===== config.mk =====
export PLATFORM = sky130hd
export DESIGN_NAME = piso_serializer_flat
export DESIGN_NICKNAME = d
export VERILOG_FILES = /design/src/rtl/piso_pkg.sv /design/src/rtl/piso_serializer_if.sv /design/src/rtl/bit_counter.sv /design/src/rtl/piso_serializer.sv /design/src/flat_wrapper.sv
export SDC_FILE = /design/constraint.sdc
export NUM_CORES = 1
export LEC_CHECK = 0
export CAP_MARGIN = 10
export CELL_PAD_IN_SITES_DETAIL_PLACEMENT = 0
export CELL_PAD_IN_SITES_GLOBAL_PLACEMENT = 1
export CORE_UTILIZATION = 43
export CTS_BUF_LIST = sky130_fd_sc_hd__clkbuf_4 sky130_fd_sc_hd__clkbuf_8 sky130_fd_sc_hd__clkbuf_16
export DETAILED_ROUTE_END_ITERATION = 16
export DONT_BUFFER_PORTS = 1
export GPL_TIMING_DRIVEN = 0
export PLACE_DENSITY_LB_ADDON = 0.1
export SLEW_MARGIN = 20
export SYNTH_ARGS = -nofsm -noshare
export SYNTH_HDL_FRONTEND = slang
export SYNTH_SLANG_ARGS = --single-unit

===== constraint.sdc =====
create_clock -name clk -period 1.6 [get_ports clk]
set_input_delay 0.24 -clock clk [delete_from_list [all_inputs] [get_ports clk]]
set_output_delay 0.24 -clock clk [all_outputs]
set_load 0.02 [all_outputs]

===== src/rtl/piso_pkg.sv =====
// Shared types and sizing helpers for the parallel-in/serial-out transmitter and its receiver.
// Optional even parity bit is enabled by defining PISO_PARITY_EN.
package piso_pkg;

    typedef enum logic {
        ST_IDLE  = 1'b0,
        ST_SHIFT = 1'b1
    } state_t;

`ifdef PISO_PARITY_EN
    localparam int PARITY_BITS = 1;
`else
    localparam int PARITY_BITS = 0;
`endif

    function automatic int clog2(input int value);
        int r;
        int v;
        r = 0;
        v = value - 1;
        while (v > 0) begin
            r = r + 1;
            v = v >> 1;
        end
        return (r == 0) ? 1 : r;
    endfunction

    // Bits per frame: data word plus the appended parity bit when enabled.
    function automatic int frame_len(input int width);
        return width + PARITY_BITS;
    endfunction

endpackage


===== src/rtl/piso_serializer_if.sv =====
// Parallel word handshake plus serial frame outputs of the serializer.
// The serializer uses the slave view; the word source uses the master view.
interface piso_serializer_if #(
    parameter int WIDTH = 8
);
    logic [WIDTH-1:0] in_data;
    logic             in_valid;
    logic             in_ready;
    logic             ser_out;
    logic             ser_valid;
    logic             ser_last;
    logic             done;

    modport master (
        output in_data,
        output in_valid,
        input  in_ready,
        input  ser_out,
        input  ser_valid,
        input  ser_last,
        input  done
    );

    modport slave (
        input  in_data,
        input  in_valid,
        output in_ready,
        output ser_out,
        output ser_valid,
        output ser_last,
        output done
    );
endinterface


===== src/rtl/bit_counter.sv =====
// Synchronous up-counter with restart, enable and terminal-count flag.
// Latency: count updates on the edge after en; tc is decoded from the held count.
// Backpressure: none; the owner gates en.
module bit_counter #(
    parameter int CNT_W = 4,
    parameter int TERM  = 7
) (
    input  logic             clk,
    input  logic             clr,
    input  logic             restart,
    input  logic             en,
    output logic [CNT_W-1:0] cnt,
    output logic             tc
);

    always_ff @(posedge clk) begin
        if (clr || restart) begin
            cnt <= '0;
        end else if (en) begin
            cnt <= cnt + CNT_W'(1);
        end
    end

    assign tc = (cnt == CNT_W'(TERM));

endmodule


===== src/rtl/piso_serializer.sv =====
// Parallel-in serial-out transmitter: one word per frame, one bit per clk, optional parity (PISO_PARITY_EN).
// Latency: first bit the cycle after accept; frame lasts FRAME_LEN cycles; done one cycle after the last bit.
// Backpressure: in_ready only in IDLE or on the last bit, allowing gap-free back-to-back frames.
module piso_serializer
    import piso_pkg::*;
#(
    parameter int WIDTH     = 8,
    parameter bit LSB_FIRST = 1'b0
) (
    input  logic                clk,
    input  logic                clr,
    piso_serializer_if.slave    bus
);

    localparam int FRAME_LEN = frame_len(WIDTH);
    localparam int CNT_W     = clog2(WIDTH + 1);

    state_t             state;
    logic [WIDTH-1:0]   shreg;
    logic [CNT_W-1:0]   cnt;
    logic               cnt_tc;
    logic               done_q;
    logic               last;
    logic               accept;
    logic               data_bit;
    logic               frame_bit;

    assign last         = (state == ST_SHIFT) && cnt_tc;
    assign bus.in_ready = (state == ST_IDLE) || last;
    assign accept       = bus.in_valid && bus.in_ready;
    assign data_bit     = LSB_FIRST ? shreg[0] : shreg[WIDTH-1];

    // Counter freezes on the last bit so it never wraps, even in IDLE.
    bit_counter #(
        .CNT_W (CNT_W),
        .TERM  (FRAME_LEN - 1)
    ) u_bit_counter (
        .clk     (clk),
        .clr     (clr),
        .restart (accept),
        .en      ((state == ST_SHIFT) && !cnt_tc),
        .cnt     (cnt),
        .tc      (cnt_tc)
    );

`ifdef PISO_PARITY_EN
    logic par_q;

    always_ff @(posedge clk) begin
        if (clr) begin
            par_q <= 1'b0;
        end else if (accept) begin
            par_q <= ^bus.in_data;
        end
    end

    assign frame_bit = (cnt == CNT_W'(WIDTH)) ? par_q : data_bit;
`else
    assign frame_bit = data_bit;
`endif

    always_ff @(posedge clk) begin
        if (clr) begin
            state  <= ST_IDLE;
            shreg  <= '0;
            done_q <= 1'b0;
        end else begin
            done_q <= last;
            if (accept) begin
                state <= ST_SHIFT;
                shreg <= bus.in_data;
            end else if (last) begin
                state <= ST_IDLE;
            end else if (state == ST_SHIFT) begin
                shreg <= LSB_FIRST ? (shreg >> 1) : (shreg << 1);
            end
        end
    end

    assign bus.ser_valid = (state == ST_SHIFT);
    assign bus.ser_out   = (state == ST_SHIFT) && frame_bit;
    assign bus.ser_last  = last;
    assign bus.done      = done_q;

endmodule

===== src/flat_wrapper.sv =====
// flat-port wrapper written by rule: the top's interface ports become plain ports
module piso_serializer_flat import piso_pkg::*;
#(
    parameter int WIDTH     = 8,
    parameter bit LSB_FIRST = 1'b0
)
  (clk, clr, bus_in_data, bus_in_valid, bus_in_ready, bus_ser_out, bus_ser_valid, bus_ser_last, bus_done);
  piso_serializer_if #(.WIDTH(WIDTH)) bus_i ();
  input  logic clk;
  input  logic clr;
  input wire logic [$bits(bus_i.in_data)-1:0] bus_in_data;
  input wire logic [$bits(bus_i.in_valid)-1:0] bus_in_valid;
  output wire logic [$bits(bus_i.in_ready)-1:0] bus_in_ready;
  output wire logic [$bits(bus_i.ser_out)-1:0] bus_ser_out;
  output wire logic [$bits(bus_i.ser_valid)-1:0] bus_ser_valid;
  output wire logic [$bits(bus_i.ser_last)-1:0] bus_ser_last;
  output wire logic [$bits(bus_i.done)-1:0] bus_done;
  assign bus_i.in_data = bus_in_data;
  assign bus_i.in_valid = bus_in_valid;
  assign bus_in_ready = bus_i.in_ready;
  assign bus_ser_out = bus_i.ser_out;
  assign bus_ser_valid = bus_i.ser_valid;
  assign bus_ser_last = bus_i.ser_last;
  assign bus_done = bus_i.done;
  piso_serializer #(.WIDTH(WIDTH), .LSB_FIRST(LSB_FIRST)) u_core (.clk(clk), .clr(clr), .bus(bus_i));
endmodule

==> results.sh <==
export IMPL_status="finished, final reports clean"
export IMPL_drc=0
export IMPL_cpPeakStageDelay_ns=0.38
export IMPL_final_util_pct=56.4
export IMPL_arrival_ns=1.30
export IMPL_ys_types=22
export IMPL_grt_max_degree=11
export IMPL_post_drt_wl_per_cell_um=16.1
export IMPL_r2r_slack_ns=0.27
export IMPL_p_leak_nw=0.299
export IMPL_cts_buffers=3
export IMPL_skew_ns=0.0157
export IMPL_row_count=13
export IMPL_die_h_um=41.0
export IMPL_hold_depth=1
export IMPL_worstSetupStartpointType="flip-flop"
export IMPL_finalPower_mw=0.737
export IMPL_path_class="flip-flop to output pin"
export IMPL_cp_depth=3
export IMPL_finalMaxSlewViolations=0
export IMPL_rsz0062_at_grt="no"
export IMPL_post_route_cell_area_um2=762
export IMPL_ios=16
export IMPL_place_gp_congestion=0.685
export IMPL_ant_nets=0
export IMPL_overflow=0
export IMPL_vdd_ir_drop_max_mv=0.409
export IMPL_clock_path_buffers=2
export IMPL_grt_pass1_vias=506
export IMPL_final_setup_tns_ns=0
export IMPL_reg2reg_to="u_core.u_bit_counter.cnt[0]"
export IMPL_grtUsageTotal_pct=20.2
export IMPL_synth_ff_type="dfxtp_1"
export IMPL_end_kind="output pin"
export IMPL_max_cap_violations=0
export IMPL_worst_slack_ns=0.0628
export IMPL_hold_path_end="u_core.shreg[0]"
export IMPL_synth_nets=79
export IMPL_crit_chain="ha_4 -> nand3b_1 -> nor2_4"
export IMPL_report_final_setup_viol=0
export IMPL_final_nets=87
export IMPL_p_per_area_nw_per_um2=968
export IMPL_antennaDiodeCount=0
export IMPL_area_delta_synth_final_pct=16.4
export IMPL_wl_um=1430
export IMPL_htree_levels=1
export IMPL_stdcell_count=89
export IMPL_dpl_cell_count=82
export IMPL_fin_crit_sh_pct=96.1
export IMPL_fmax_mhz=651
export IMPL_grt_pass1_wl_um=2190
export IMPL_core_region_area_um2=1350
export IMPL_post_dp_cell_area_um2=673
export IMPL_clkTransAtPathRegs_ns=0.10
export IMPL_clk_latency_ns=0.29
export IMPL_worstPathRequired_ns=1.36
export IMPL_ys_warn_count=0
export IMPL_hp_start="clr"
export IMPL_vias_per_cell=6.03
export IMPL_async_flop_share_pct=0
export IMPL_drt_iter0_markers=4
export IMPL_worst_pin_slew_ns=0.301
export IMPL_r2r_start="u_core.u_bit_counter.cnt[0]"
export IMPL_path_delay_family="simple AND/OR/NAND/NOR gates"
export IMPL_die_area_um2=1680
export IMPL_syn_inst=67
export IMPL_dr_pass1_iters=4
export IMPL_cts_tree="yes"
export IMPL_place_ws_ns=0.0713
export IMPL_hpwl_um=951
export IMPL_crit_fanout=4
export IMPL_clock_sinks=14
export IMPL_initial_core_util_pct=48.5
export IMPL_min_path_type="input pin to flip-flop"
export IMPL_antenna_found_initial=0
export IMPL_die_w_um=41.0
export IMPL_portBuffers=0
export IMPL_drive_above_1_share_pct=24.3
export IMPL_cp_slowest_cell="dfxtp_2"
export IMPL_vias=537
export IMPL_netlist_area_um2=654
export IMPL_ys_seq_area_share_pct=42.8
export IMPL_avgSynthCellArea_um2=9.77
export IMPL_synth_seq_cells=14
export IMPL_slew_headroom_pct=79.9
export IMPL_min_period_ns=1.54
export IMPL_hold_viol=0
export IMPL_whs_ns=0.00702
export IMPL_synth_edf_count=0
export IMPL_worst_path_buf_inv=0
export IMPL_ff2ff_path_depth=5
export IMPL_clockRootBuffer="clkbuf_4"
power breakdown:
part | switching, mW | leakage, nW | internal [mW]
registers | 0.0152 | 0.116 | 0.370
logic | 0.0498 | 0.162 | 0.0386
clock network | 0.125 | 0.0210 | 0.138
total | 0.190 | 0.299 | 0.547
worst register-to-register path: stages, from the launching register on:
cell and delay, ns:
dfxtp_2 0.36, ha_4 0.17, and3b_1 0.17, buf_6 0.14, or3_1 0.31, a21oi_1 0.13
cell usage after synthesis (2+ instances only):
master,count,area share (%)
nand2_1,2,1.1
nor2_1,2,1.1
nor3_1,8,6.1
inv_1,2,1.1
o211ai_1,2,2.3
mux2i_1,8,12
buf_2,2,1.5
a211oi_1,8,9.2
buf_6,3,5.2
a21oi_1,3,2.3
nand3_1,2,1.5
dfxtp_1,14,43
nand3b_1,2,2.3
cell families (layout without fill, tap and decap cells):
| family | count (synthesis) | in the layout | share of synthesized area, % |
|---|---|---|---|
| AOI/OAI and AO/OA | 15 | 15 | 16.1 |
| adders and majority gates | 1 | 1 | 1.91 |
| buffers and inverters | 7 | 13 | 7.84 |
| and+or+nand+nor | 21 | 22 | 17.8 |
| DFF | 14 | 14 | 42.8 |
| muxes | 8 | 8 | 12.2 |
| xor gates and xnor gates | 1 | 1 | 1.34 |
flip-flops by register name (all words and copies together), names as in the netlist:
name,flops
u_core.shreg,8
u_core.bus.done,1
u_core.u_bit_counter.cnt,4
u_core.bus.ser_valid,1
placed cells by master, fill, tap and decap left out, types with 2 or more instances in the layout:
master and n:
a211oi_1 8, a21oi_1 3, buf_2 2, buf_4 2
buf_6 3, clkbuf_4 3, dfxtp_1 11, dfxtp_2 3
inv_1 2, mux2i_1 8, nand3_1 2, nand3b_1 2
nor3_1 8, o211ai_1 2
worst max-delay path by stage:
stage	start	to	slack, ns
6_report	u_core.u_bit_counter.cnt[0]	bus_ser_last	0.06
5_1_grt	u_core.u_bit_counter.cnt[0]	bus_ser_last	0.001
4_1_cts	u_core.u_bit_counter.cnt[0]	bus_in_ready	0.02
3_5_place_dp	u_core.u_bit_counter.cnt[0]	u_core.shreg[6]	0.07
3_3_place_gp	u_core.u_bit_counter.cnt[0]	u_core.shreg[3]	0.08
2_1_floorplan	u_core.bus.ser_valid	bus_ser_last	0.27
cell type report:
type,count,area [µm²]
plain buffers,5,43.8
repair buffers,2,15.0
flip-flops and latches,14,284
inverters,2,7.51
multi-input cells,47,357
well taps,15,18.8
clock buffers,4,36.3
fillers,132,588
repair_timing:
action	4_1_cts	5_1_grt
gates resized for setup	4	5
setup buffers	1	1
pin swaps	1	2
endpoints found under the setup margin	2	2
gates cloned	0	1
hold buffers	0	0
per-layer routing:
metal	vias up	global-route usage (%)	wire [µm]
met5	-	0	0
li1	268	-	-
met3	2	3.26	86
met2	16	32.8	621
met1	251	26.6	715
met4	0	7.50	6
Power figures use the tool's default switching activity.
